**config.mk**
```make
export PLATFORM = sky130hd
export DESIGN_NAME = jalr_hazard_ctrl
export DESIGN_NICKNAME = d
export VERILOG_FILES = /design/src/rtl/jalr_hazard_ctrl_pkg.sv /design/src/rtl/jalr_need_calc.sv /design/src/rtl/jalr_hazard_ctrl.sv
export SDC_FILE = /design/constraint.sdc
export NUM_CORES = 1
export LEC_CHECK = 0
export CAP_MARGIN = 40
export CORE_MARGIN = 2
export CORE_UTILIZATION = 44
export CTS_CLUSTER_SIZE = 28
export DETAILED_ROUTE_END_ITERATION = 6
export GPL_TIMING_DRIVEN = 0
export PLACE_DENSITY = 0.87
export SETUP_SLACK_MARGIN = 0.2
export SKIP_CTS_REPAIR_TIMING = 1
export SKIP_LAST_GASP = 1
export SLEW_MARGIN = 20
export SYNTH_ARGS = -nofsm -noshare
export SYNTH_HDL_FRONTEND = slang
export SYNTH_SLANG_ARGS = --single-unit
```
**constraint.sdc**
```tcl
create_clock -name clk -period 2.8 [get_ports clk]
set_input_delay 0.42 -clock clk [delete_from_list [all_inputs] [get_ports clk]]
set_output_delay 0.42 -clock clk [all_outputs]
set_load 0.1 [all_outputs]
```
**src/rtl/jalr_hazard_ctrl_pkg.sv**
```systemverilog
// Shared definitions for the JALR target-resolution scheduler and its hazard helpers.
// FSM encoding, forwarding-select codes and the register-match helper.
package jalr_hazard_ctrl_pkg;

   typedef enum logic [1:0] {
      ST_IDLE  = 2'd0,
      ST_STALL = 2'd1,
      ST_GO    = 2'd2
   } jalr_state_e;

   localparam logic [1:0] FRW_RF    = 2'b00;
   localparam logic [1:0] FRW_EXMEM = 2'b01;
   localparam logic [1:0] FRW_MEMWB = 2'b10;

   localparam logic [4:0] REG_ZERO  = 5'd0;

   // x0 is never a real producer, so a write to it can never create a dependency.
   function automatic logic rd_match(input logic       wr_en,
                                     input logic [4:0] rd,
                                     input logic [4:0] rs);
      return wr_en && (rd != REG_ZERO) && (rd == rs);
   endfunction

endpackage

```
**src/rtl/jalr_need_calc.sv**
```systemverilog
// Combinational rs1 dependency check: stall cycles still needed and the forwarding source.
// Pure logic, zero latency; no flow control.
module jalr_need_calc
   import jalr_hazard_ctrl_pkg::*;
(
   input  logic [4:0] rs1_i,
   input  logic [4:0] idex_rd_i,
   input  logic       idex_wr_en_i,
   input  logic       idex_mem_rd_i,
   input  logic [4:0] exmem_rd_i,
   input  logic       exmem_wr_en_i,
   input  logic       exmem_mem_rd_i,
   input  logic [4:0] memwb_rd_i,
   input  logic       memwb_wr_en_i,
   output logic [1:0] need_o,
   output logic [1:0] frw_o
);

   logic m_idex;
   logic m_exmem;
   logic m_memwb;

   assign m_idex  = rd_match(idex_wr_en_i,  idex_rd_i,  rs1_i);
   assign m_exmem = rd_match(exmem_wr_en_i, exmem_rd_i, rs1_i);
   assign m_memwb = rd_match(memwb_wr_en_i, memwb_rd_i, rs1_i);

   always_comb begin
      need_o = 2'd0;
      if (m_idex && idex_mem_rd_i) begin
         need_o = 2'd2;
      end else if (m_idex) begin
         need_o = 2'd1;
      end else if (m_exmem && exmem_mem_rd_i) begin
         need_o = 2'd1;
      end
   end

   // The younger producer in EX/MEM holds the newer value, so it wins over MEM/WB.
   always_comb begin
      frw_o = FRW_RF;
      if (m_exmem) begin
         frw_o = FRW_EXMEM;
      end else if (m_memwb) begin
         frw_o = FRW_MEMWB;
      end
   end

endmodule

```
**src/rtl/jalr_hazard_ctrl.sv**
```systemverilog
// ID-stage JALR scheduler: holds PC/IF-ID and bubbles ID/EX until rs1 is forwardable, then strobes JalrGo.
// Zero latency when no hazard; otherwise JalrGo on the cycle after the last of Need stall cycles.
module jalr_hazard_ctrl
   import jalr_hazard_ctrl_pkg::*;
#(
   parameter int PERF_W = 16,
   parameter int CNT_W  = 2
)(
   input  logic              clk,
   input  logic              rst_n,
   input  logic              IFID_IsJALR,
   input  logic [4:0]        IFID_Rs1,
   input  logic [4:0]        IDEX_Rd,
   input  logic              IDEX_RegWrEn,
   input  logic              IDEX_MemRd,
   input  logic [4:0]        EXMEM_Rd,
   input  logic              EXMEM_RegWrEn,
   input  logic              EXMEM_MemRd,
   input  logic [4:0]        MEMWB_Rd,
   input  logic              MEMWB_RegWrEn,
   input  logic              Flush,
   input  logic              PerfClr,
   output logic              Stall,
   output logic              IDEX_Bubble,
   output logic              JalrGo,
   output logic [1:0]        FrwF,
   output logic [PERF_W-1:0] PerfStallCnt
);

   jalr_state_e       state_q, state_d;
   logic [CNT_W-1:0]  cnt_q, cnt_d;
   logic [PERF_W-1:0] perf_q, perf_d;
   logic [1:0]        need;
   logic [1:0]        frw_calc;

   jalr_need_calc u_need (
      .rs1_i          (IFID_Rs1),
      .idex_rd_i      (IDEX_Rd),
      .idex_wr_en_i   (IDEX_RegWrEn),
      .idex_mem_rd_i  (IDEX_MemRd),
      .exmem_rd_i     (EXMEM_Rd),
      .exmem_wr_en_i  (EXMEM_RegWrEn),
      .exmem_mem_rd_i (EXMEM_MemRd),
      .memwb_rd_i     (MEMWB_Rd),
      .memwb_wr_en_i  (MEMWB_RegWrEn),
      .need_o         (need),
      .frw_o          (frw_calc)
   );

   always_ff @(posedge clk or negedge rst_n) begin
      if (!rst_n) begin
         state_q <= ST_IDLE;
         cnt_q   <= '0;
         perf_q  <= '0;
      end else begin
         state_q <= state_d;
         cnt_q   <= cnt_d;
         perf_q  <= perf_d;
      end
   end

   always_comb begin
      state_d = state_q;
      cnt_d   = cnt_q;
      if (Flush) begin
         state_d = ST_IDLE;
         cnt_d   = '0;
      end else begin
         unique case (state_q)
            ST_IDLE: begin
               if (IFID_IsJALR && need == 2'd2) begin
                  state_d = ST_STALL;
                  cnt_d   = '0;
               end else if (IFID_IsJALR && need == 2'd1) begin
                  state_d = ST_GO;
               end
            end
            ST_STALL: begin
               if (cnt_q == '0) begin
                  state_d = ST_GO;
               end else begin
                  cnt_d = cnt_q - CNT_W'(1);
               end
            end
            ST_GO:   state_d = ST_IDLE;
            default: state_d = ST_IDLE;
         endcase
      end
   end

   // While reset is asserted the outputs are forced low even though IF/ID may still hold a JALR.
   always_comb begin
      Stall       = 1'b0;
      IDEX_Bubble = 1'b0;
      JalrGo      = 1'b0;
      FrwF        = FRW_RF;
      if (rst_n && !Flush) begin
         unique case (state_q)
            ST_IDLE: begin
               if (IFID_IsJALR && need == 2'd0) begin
                  JalrGo = 1'b1;
                  FrwF   = frw_calc;
               end else if (IFID_IsJALR) begin
                  Stall       = 1'b1;
                  IDEX_Bubble = 1'b1;
               end
            end
            ST_STALL: begin
               Stall       = 1'b1;
               IDEX_Bubble = 1'b1;
            end
            ST_GO: begin
               JalrGo = 1'b1;
               FrwF   = frw_calc;
            end
            default: ;
         endcase
      end
   end

   always_comb begin
      perf_d = perf_q;
      if (PerfClr) begin
         perf_d = '0;
      end else if (Stall && perf_q != '1) begin
         perf_d = perf_q + PERF_W'(1);
      end
   end

   assign PerfStallCnt = perf_q;

endmodule
```
-- Word-level counts from Yosys, hierarchy flattened
Cells that the tools add are included.
Widths: inputs -> output; s select.
- input bits: 30
- register bits after elaboration: 20
- output and inout bits: 21
- $add $sub $neg: 2
- reductions and logical operators: 24
- mux-type cells: 26
- equality and inequality tests: 12
- operators by type and width (operator ; count):
    $mux 16 ; 2
    $mux 2 ; 13
    $add 16x1->16 const B ; 1
    $ne 16x16->1 const B ; 1
    $eq 5x5->1 ; 3
    $reduce_bool 5->1 ; 3
    $logic_and 1x1->1 ; 13
    $pmux 2 s2 ; 3
    $ne 3x3->1 const B ; 3
    $logic_not 2->1 ; 3
    $mux 1 ; 6
    $eq 2x1->1 const B ; 2
    $eq 2x2->1 const B ; 2
    $ne 4x4->1 const B ; 1
    $pmux 1 s2 ; 2
    $reduce_and 3->1 ; 1
    $reduce_bool 3->1 ; 1
    $reduce_and 2->1 ; 1
    $reduce_bool 2->1 ; 1
    $sub 2x1->2 const B ; 1
    $logic_not 1->1 ; 1

-- Longest topological paths before layout
Gate-level depths: netlist of the first run.
- depth in word-level cells: 15
- mapped depth: 8

-- Hierarchy
A second synthesis of the first run with hierarchy kept.
- cell total of the unflattened synthesis: 176
- area, all modules: 1549.0 um2
- modules (own cells, without submodules) (module ; cells an instance ; sequential area each (um2) ; area an instance (um2) ; times used):
    jalr_hazard_ctrl ; 142 ; 500.5 ; 1288.7 ; 1
    jalr_need_calc ; 34 ; 0.0 ; 260.2 ; 1

-- Worst setup path before layout of the first run
Ideal clock, no wire load.
- path type: input-to-output
- start: input port IFID_Rs1[0]
- end: output port FrwF[1]
- data arrival time: 3057 ps
- required time: 2380 ps
- path slack: -677 ps
- cell stages on the path: 6
- path buffers: 0
- path through: nor4_2 o21a_1 or3_1 a31oi_1 or4b_2 nor2_1
- word-level cells in the longest chain between the ends: 11
- elaborated cells on any way between the ends: 18
- those cells by class: eq/ne (3); mux (8); reduce/logical (7)
- RTL lines (what ; line ; text):
    from (decl) ; jalr_hazard_ctrl.sv:12 ; input logic [4:0] IFID_Rs1,
    $eq 5x5->1 ; jalr_hazard_ctrl_pkg.sv:21 ; return wr_en && (rd != REG_ZERO) && (rd == rs);
    $logic_and 1x1->1 ; jalr_hazard_ctrl_pkg.sv:21 ;
    $logic_and 1x1->1 ; jalr_need_calc.sv:33 ; end else if (m_exmem && exmem_mem_rd_i) begin
    $mux 1 ; jalr_need_calc.sv:33 ;
    $mux 2 ; jalr_need_calc.sv:31 ; end else if (m_idex) begin
    $mux 2 ; jalr_need_calc.sv:29 ; if (m_idex && idex_mem_rd_i) begin
    $logic_not 2->1 ; jalr_hazard_ctrl.sv:100 ; if (IFID_IsJALR && need == 2'd0) begin
    $logic_and 1x1->1 ; jalr_hazard_ctrl.sv:100 ;
    $mux 2 ; jalr_hazard_ctrl.sv:100 ;
    $pmux 2 s2 (*) ; jalr_hazard_ctrl.sv:98 ; unique case (state_q)
    $mux 2 (*) ; jalr_hazard_ctrl.sv:97 ; if (rst_n && !Flush) begin
    to (decl) ; jalr_hazard_ctrl.sv:26 ; output logic [1:0] FrwF,
Every way passes the cells marked *; elsewhere a longest branch is shown, timed or not.

-- Final worst setup path of the first run
- start: input port EXMEM_RegWrEn
- end: output port FrwF[0]
- word-level cells in the longest chain between the ends: 11
- elaborated cells on any way between the ends: 12
- those cells by class: mux (7); reduce/logical (5)
- RTL lines (what ; line ; text):
    from (decl) ; jalr_hazard_ctrl.sv:17 ; input logic EXMEM_RegWrEn,
    $logic_and 1x1->1 (*) (2 in a row) ; jalr_hazard_ctrl_pkg.sv:21 ;
    $logic_and 1x1->1 ; jalr_need_calc.sv:33 ;
    $mux 1 ; jalr_need_calc.sv:33 ;
    $mux 2 ; jalr_need_calc.sv:31 ;
    $mux 2 ; jalr_need_calc.sv:29 ;
    $logic_not 2->1 ; jalr_hazard_ctrl.sv:100 ;
    $logic_and 1x1->1 ; jalr_hazard_ctrl.sv:100 ;
    $mux 2 ; jalr_hazard_ctrl.sv:100 ;
    $pmux 2 s2 (*) ; jalr_hazard_ctrl.sv:98 ;
    $mux 2 (*) ; jalr_hazard_ctrl.sv:97 ;
Marked as above.

==> results.sh, run 1 <==
export IMPL_fp_dieArea_mm2=0.003640
export IMPL_slew_headroom=0.7106
export IMPL_core_area_mm2=0.003028
export IMPL_grt_pass1_vias=1494
export IMPL_critPathLaunchType="primary input"
export IMPL_post_route_period_util=0.9884
export IMPL_hp_class="in -> async"
export IMPL_cp_required_ps=2380
export IMPL_stdcell_count=295
export IMPL_cts_reportedPaths_clkPinSlew_ps=110
export IMPL_synth_nets=197
export IMPL_antenna_found_initial=0
export IMPL_cts_made_buffers=3
export IMPL_path_buf_inv=3
export IMPL_sequentialPowerShare=0.522
export IMPL_critPathLaunch="EXMEM_RegWrEn"
export IMPL_crit_end="FrwF[0]"
export IMPL_rows=20
export IMPL_vias_per_cell=5.529
export IMPL_fillers=171
export IMPL_max_freq_mhz=361.3
export IMPL_report_final_setup_viol=0
export IMPL_drt_wl_total_um=4539
export IMPL_worstSkewPairLatency_ps=310
export IMPL_cts_sinks=20
export IMPL_path_depth=8
export IMPL_tightest_slew_ps=434.1
export IMPL_placed_cells=281
export IMPL_async_reset_ff_frac=1.000
export IMPL_multi_input_area_um2=895.9
export IMPL_intPower_mw=0.4066
export IMPL_h_tree_depth=1
export IMPL_pwr_share_comb=0.223
export IMPL_die_x_um=60.34
export IMPL_worstReg2RegEnd="PerfStallCnt[3]"
export IMPL_fin_ws_ps=32.43
export IMPL_place_area_mm2=0.002338
export IMPL_rrSetupSlack_ps=350
export IMPL_p_clk_frac=0.255
export IMPL_tns_ps=0
export IMPL_path_class="in -> out"
export IMPL_initialDrtViolationCount=93
export IMPL_n_antenna_cell=0
export IMPL_syn_area_mm2=0.001396
export IMPL_hpwl_um=3118
export IMPL_ant_nets=0
export IMPL_portBuffers=50
export IMPL_syn_to_final_growth_pct=81.36
export IMPL_final_hold_viol_count=0
export IMPL_finalClockSkew_ps=4.413
export IMPL_cts_tree="yes"
export IMPL_grt_max_degree=19
export IMPL_num_vias=1631
export IMPL_top_usage_layer="met2"
export IMPL_drt_pre_antenna_iters=4
export IMPL_r2r_start="state_q[1]"
export IMPL_met1_usage=0.2890
export IMPL_syn_inst=165
export IMPL_ys_flop_type="dfrtp_1"
export IMPL_drv_slew=0
export IMPL_outcome="completed"
export IMPL_min_period_ps=2768
export IMPL_slowest_stage="or4b_4"
export IMPL_rsz0062_at_grt="yes"
export IMPL_worstPathArrival_ps=2350
export IMPL_wire_per_inst_um=15.39
export IMPL_gr_total_overflow=0
export IMPL_finish_utilization=0.8364
export IMPL_start_util=0.4612
export IMPL_reg2reg_depth=9
export IMPL_place_gp_congestion=0.8531
export IMPL_cap_violations=0
export IMPL_crit_fanout=3
export IMPL_ys_warn_count=0
export IMPL_critPathTopFamily="simple AND/OR/NAND/NOR gates"
export IMPL_grtUsageTotal=0.2333
export IMPL_root_buffer="clkbuf_4"
export IMPL_design_area_mm2=0.002532
export IMPL_critPathCaptureType="output pin"
export IMPL_crit_chain="clkdlybuf4s50_1 -> and3_4 -> nand4_1 -> a31oi_1 -> or4b_4 -> buf_6 -> nor2_4 -> buf_12"
export IMPL_dieHeight_um=60.34
export IMPL_critical_path_max_stage_delay_ps=570
export IMPL_io_pins=51
export IMPL_power_leakage_nw=1.080
export IMPL_clockBufferDepth=2
export IMPL_met2_usage=0.4255
export IMPL_final_seq_area_um2=501.7
export IMPL_nets=285
export IMPL_pre_cts_ws_ps=-842.4
export IMPL_postSynthAreaPerCell_um2=8.463
export IMPL_grt_pass1_wl_um=6541
export IMPL_swShare=0.2665
export IMPL_synth_edf_count=0
export IMPL_grt_met3_usage=0.03625
export IMPL_synth_distinct_cells=38
export IMPL_remaining_drc_errors=0
export IMPL_final_layout_size_suffix_gt1_frac=0.2749
export IMPL_power_density_mw_per_mm2=218.9
export IMPL_ys_seq_area_frac=0.3584
export IMPL_ir_worst_vdd_uv=197.6
export IMPL_ys_seq_elements=20
export IMPL_power_switching_mw=0.1478
==> worst reg2reg max path: cells and delay by family (launching register included) <==
kind | cells | cell delay [ps]
buffers and inverters | 3 | 410
AOI/OAI and AO/OA | 1 | 180
DFF | 1 | 470
muxes | 1 | 360
and+or+nand+nor | 4 | 930
==> cell usage in the layout, fill, tap and decap left out, types with 2 or more instances in the layout <==
| cell type | count |
|---|---|
| buf_12 | 6 |
| clkbuf_1 | 4 |
| dfrtp_1 | 19 |
| nand4_1 | 4 |
| buf_8 | 20 |
| dlymetal6s2s_1 | 10 |
| clkbuf_2 | 3 |
| mux2_2 | 6 |
| a21oi_1 | 12 |
| nor2_4 | 2 |
| nand2_1 | 9 |
| buf_6 | 4 |
| nor3_1 | 9 |
| inv_1 | 3 |
| nor2b_1 | 8 |
| ha_1 | 2 |
| or4_1 | 4 |
| a31oi_1 | 2 |
| nor2_1 | 11 |
| clkinvlp_4 | 2 |
| o31ai_1 | 4 |
| clkbuf_4 | 3 |
| and3_1 | 4 |
| o21ai_0 | 7 |
| or3_1 | 5 |
| clkdlybuf4s50_1 | 28 |
| nand3_1 | 11 |
| xnor2_1 | 6 |
| buf_4 | 12 |
| xor2_1 | 6 |
==> registers in the layout (all words and copies together), names as in the netlist <==
signal / cells
PerfStallCnt: 16
cnt_q: 2
state_q: 2
==> per-stage QoR <==
stage	total power [mW]	hold WS, ps
finish	0.5544	30.01
global route	0.5694	43.81
CTS	0.5391	365.1
detailed placement	0.4049	544.1
global placement	0.3967	536.8
floorplan	0.3365	124.4
==> worst min-delay path by stage <==
stage | to | slack [ps] | cells after the start
after CTS | PerfStallCnt[0] | 370 | 1
after global placement | cnt_q[0] | 540 | 3
after floorplan | PerfStallCnt[0] | 120 | 0
final | PerfStallCnt[11] | 30 | 2
after global routing | PerfStallCnt[11] | 40 | 2
after detailed placement | cnt_q[0] | 540 | 3
==> cell usage after synthesis (all sizes together) (2+ instances only) <==
master  count  area [um^2]
ha          2        25.02
clkbuf      5        18.77
nand3      11        55.05
nand2       9        33.78
nor4        2        18.77
xnor2       6        52.55
nor2       14        52.55
mux2        6        67.56
and3        5        31.28
or4         5        37.54
dfrtp      20        500.5
a21oi      12        60.06
nand4       4        25.02
a31oi       2        12.51
nor2b       8        50.05
nor3       10        50.05
buf         2        18.77
inv         5        18.77
o31ai       4        30.03
or3         6        37.54
xor2        6        52.55
o21ai       7        35.03
==> power groups by stage <==
stage | Clock, mW | Sequential (mW) | Combinational (mW)
6_report | 0.141 | 0.289 | 0.124
5_1_grt | 0.147 | 0.289 | 0.133
4_1_cts | 0.139 | 0.289 | 0.110
3_5_place_dp | 0 | 0.295 | 0.110
3_3_place_gp | 0 | 0.295 | 0.102
2_1_floorplan | 0 | 0.295 | 0.0411
==> layer usage <==
layer  up-vias  share of wire
met2        61           0.55
met3         8          0.052
li1        781              -
met5         -              0
met1       781           0.38
met4         0          0.019
==> cell families after synthesis <==
family	share of synthesized area
AOI/OAI and AO/OA	0.1335
xor gates and xnor gates	0.07527
adders and majority gates	0.01792
buffers and inverters	0.04033
DFF	0.3584
muxes	0.05555
and+or+nand+nor	0.3190
==> final cells by class <==
cell class                 instances  share of cell area
clock buffer                       3            0.008893
timing repair buffer              83              0.3829
tap                               44             0.02174
buffer                             7             0.02421
inverter                           5             0.01038
sequential                        20              0.1981
multi-input combinational        133              0.3538
(Power assumes the default switching activity.)
==> run 2: changes to the inputs <==
CORE_UTILIZATION = 50   (was 44)
CTS_CLUSTER_SIZE = 20   (was 28)
DONT_BUFFER_PORTS = 1   (was unset)
PLACE_DENSITY = 0.73   (was 0.87)
==> run 2 against run 1 <==
Net effect: die area shrank 11%; critical path type unchanged; first-iteration DRC count shrank 19%; critical endpoint is now FrwF[1]; flip-flop and latch count is the same; global-route usage grew 0.84 points; routed wire length shrank 13%; clock-buffer cell count grew 1; largest power group unchanged; setup slack gained 95 ps; critical path depth shrank 2; final cell count shrank 18%; power shrank 6.1%.
==> results.sh, run 2 (synthesis results as in run 1) <==
export IMPL_num_vias=1476
export IMPL_remaining_drc_errors=0
export IMPL_worstPathArrival_ps=2250
export IMPL_crit_fanout=4
export IMPL_root_buffer="clkbuf_4"
export IMPL_cts_sinks=20
export IMPL_critPathCaptureType="output pin"
export IMPL_met1_usage=0.2792
export IMPL_top_usage_layer="met2"
export IMPL_cts_tree="yes"
export IMPL_critical_path_max_stage_delay_ps=580
export IMPL_power_leakage_nw=0.8491
export IMPL_drt_wl_total_um=3944
export IMPL_worstReg2RegEnd="PerfStallCnt[4]"
export IMPL_cap_violations=0
export IMPL_cts_reportedPaths_clkPinSlew_ps=110
export IMPL_final_layout_size_suffix_gt1_frac=0.2714
export IMPL_mostFrequentLayoutCells="19 x dfrtp_1, 16 x buf_16, 12 x a21oi_1, 11 x nor2_1"
export IMPL_critPathLaunchType="primary input"
export IMPL_core_area_mm2=0.002710
export IMPL_cts_made_buffers=3
export IMPL_rrSetupSlack_ps=440
export IMPL_cp_required_ps=2380
export IMPL_finalClockSkew_ps=5.655
export IMPL_crit_chain="nor4_4 -> o21a_1 -> or3_4 -> a31oi_1 -> or4b_4 -> nor2_4"
export IMPL_rsz0062_at_grt="yes"
export IMPL_met2_usage=0.4236
export IMPL_nets=243
export IMPL_layout_commonest_cell="dfrtp_1"
export IMPL_tightest_slew_ps=926.6
export IMPL_io_pins=51
export IMPL_syn_to_final_growth_pct=54.39
export IMPL_worstSkewPairLatency_ps=300
export IMPL_hp_class="in -> reg"
export IMPL_drv_slew=0
export IMPL_drt_pre_antenna_iters=4
export IMPL_ant_nets=0
export IMPL_power_density_mw_per_mm2=241.4
export IMPL_slew_headroom=0.3802
export IMPL_die_x_um=56.85
export IMPL_hpwl_um=2976
export IMPL_start_util=0.5152
export IMPL_rows=19
export IMPL_portBuffers=0
export IMPL_clockBufferDepth=2
export IMPL_n_antenna_cell=0
export IMPL_crit_end="FrwF[1]"
export IMPL_initialDrtViolationCount=75
export IMPL_report_final_setup_viol=0
export IMPL_slowest_stage="or4b_4"
export IMPL_grtUsageTotal=0.2417
export IMPL_critPathTopFamily="simple AND/OR/NAND/NOR gates"
export IMPL_tns_ps=0
export IMPL_ir_worst_vdd_uv=304.9
export IMPL_antenna_found_initial=0
export IMPL_grt_met3_usage=0.04608
export IMPL_path_buf_inv=0
export IMPL_fp_dieArea_mm2=0.003231
export IMPL_final_hold_viol_count=0
export IMPL_grt_pass1_vias=1363
export IMPL_h_tree_depth=1
export IMPL_dieHeight_um=56.85
export IMPL_largest_reg_flops=16
export IMPL_grt_max_degree=24
export IMPL_grt_pass1_wl_um=6099
export IMPL_vias_per_cell=6.124
export IMPL_max_freq_mhz=374.1
export IMPL_gr_total_overflow=0
export IMPL_min_period_ps=2673
export IMPL_reg2reg_depth=9
export IMPL_finalPower_mw=0.5204
export IMPL_path_depth=6
export IMPL_r2r_start="PerfStallCnt[1]"
export IMPL_critPathLaunch="IFID_Rs1[3]"
export IMPL_outcome="completed"
export IMPL_path_class="in -> out"
export IMPL_wire_per_inst_um=16.37
export IMPL_post_route_period_util=0.9546
export IMPL_place_gp_congestion=0.8282
run 2: per-stage QoR:
step / util / area, um^2 / worst slack, ps / hold slack, ps / cells
global route: 0.7955 / 2156 / 60.56 / 154.7 / 241
CTS: 0.7548 / 2046 / -111.1 / -211.3 / 231
floorplan: - / 1453 / 176.6 / 124.4 / 165
finish: 0.7955 / 2156 / 127.1 / 166.1 / 241
detailed placement: 0.7415 / 2009 / 48.42 / 124.9 / 227
global placement: 0.5503 / 1491 / 6.894 / 125.0 / 196
run 2: worst min-delay path by stage:
stage          cells after the start   from  slack [ps]               to
3_3_place_gp                       0  rst_n         130  PerfStallCnt[5]
3_5_place_dp                       0  rst_n         120  PerfStallCnt[5]
4_1_cts                            0  rst_n        -210  PerfStallCnt[2]
5_1_grt                            1  Flush         150       state_q[1]
2_1_floorplan                      0  rst_n         120  PerfStallCnt[0]
6_report                           1  Flush         170         cnt_q[0]
run 2: routing by layer:
| metal | routed length (um) | vias to the layer above | share of wire |
|---|---|---|---|
| li1 | - | 701 | - |
| met5 | 0 | - | 0 |
| met4 | 116 | 0 | 0.029 |
| met1 | 1435 | 680 | 0.36 |
| met3 | 335 | 12 | 0.085 |
| met2 | 2055 | 83 | 0.52 |
run 2: cell type report:
cell class / count / area [um^2]
plain buffers: 7 / 61.31
multi-input cells: 133 / 895.9
repair buffers: 41 / 595.6
flip-flops and latches: 20 / 501.7
well taps: 31 / 38.79
clock buffers: 4 / 36.28
inverters: 5 / 26.28
fillers: 184 / 554.3
run 2: where the power goes:
group / internal (mW) / switching [mW] / leakage, nW
clock: 0.0794 / 0.0890 / 0.0210
sequential: 0.289 / 0.000305 / 0.278
combinational: 0.0258 / 0.0369 / 0.550
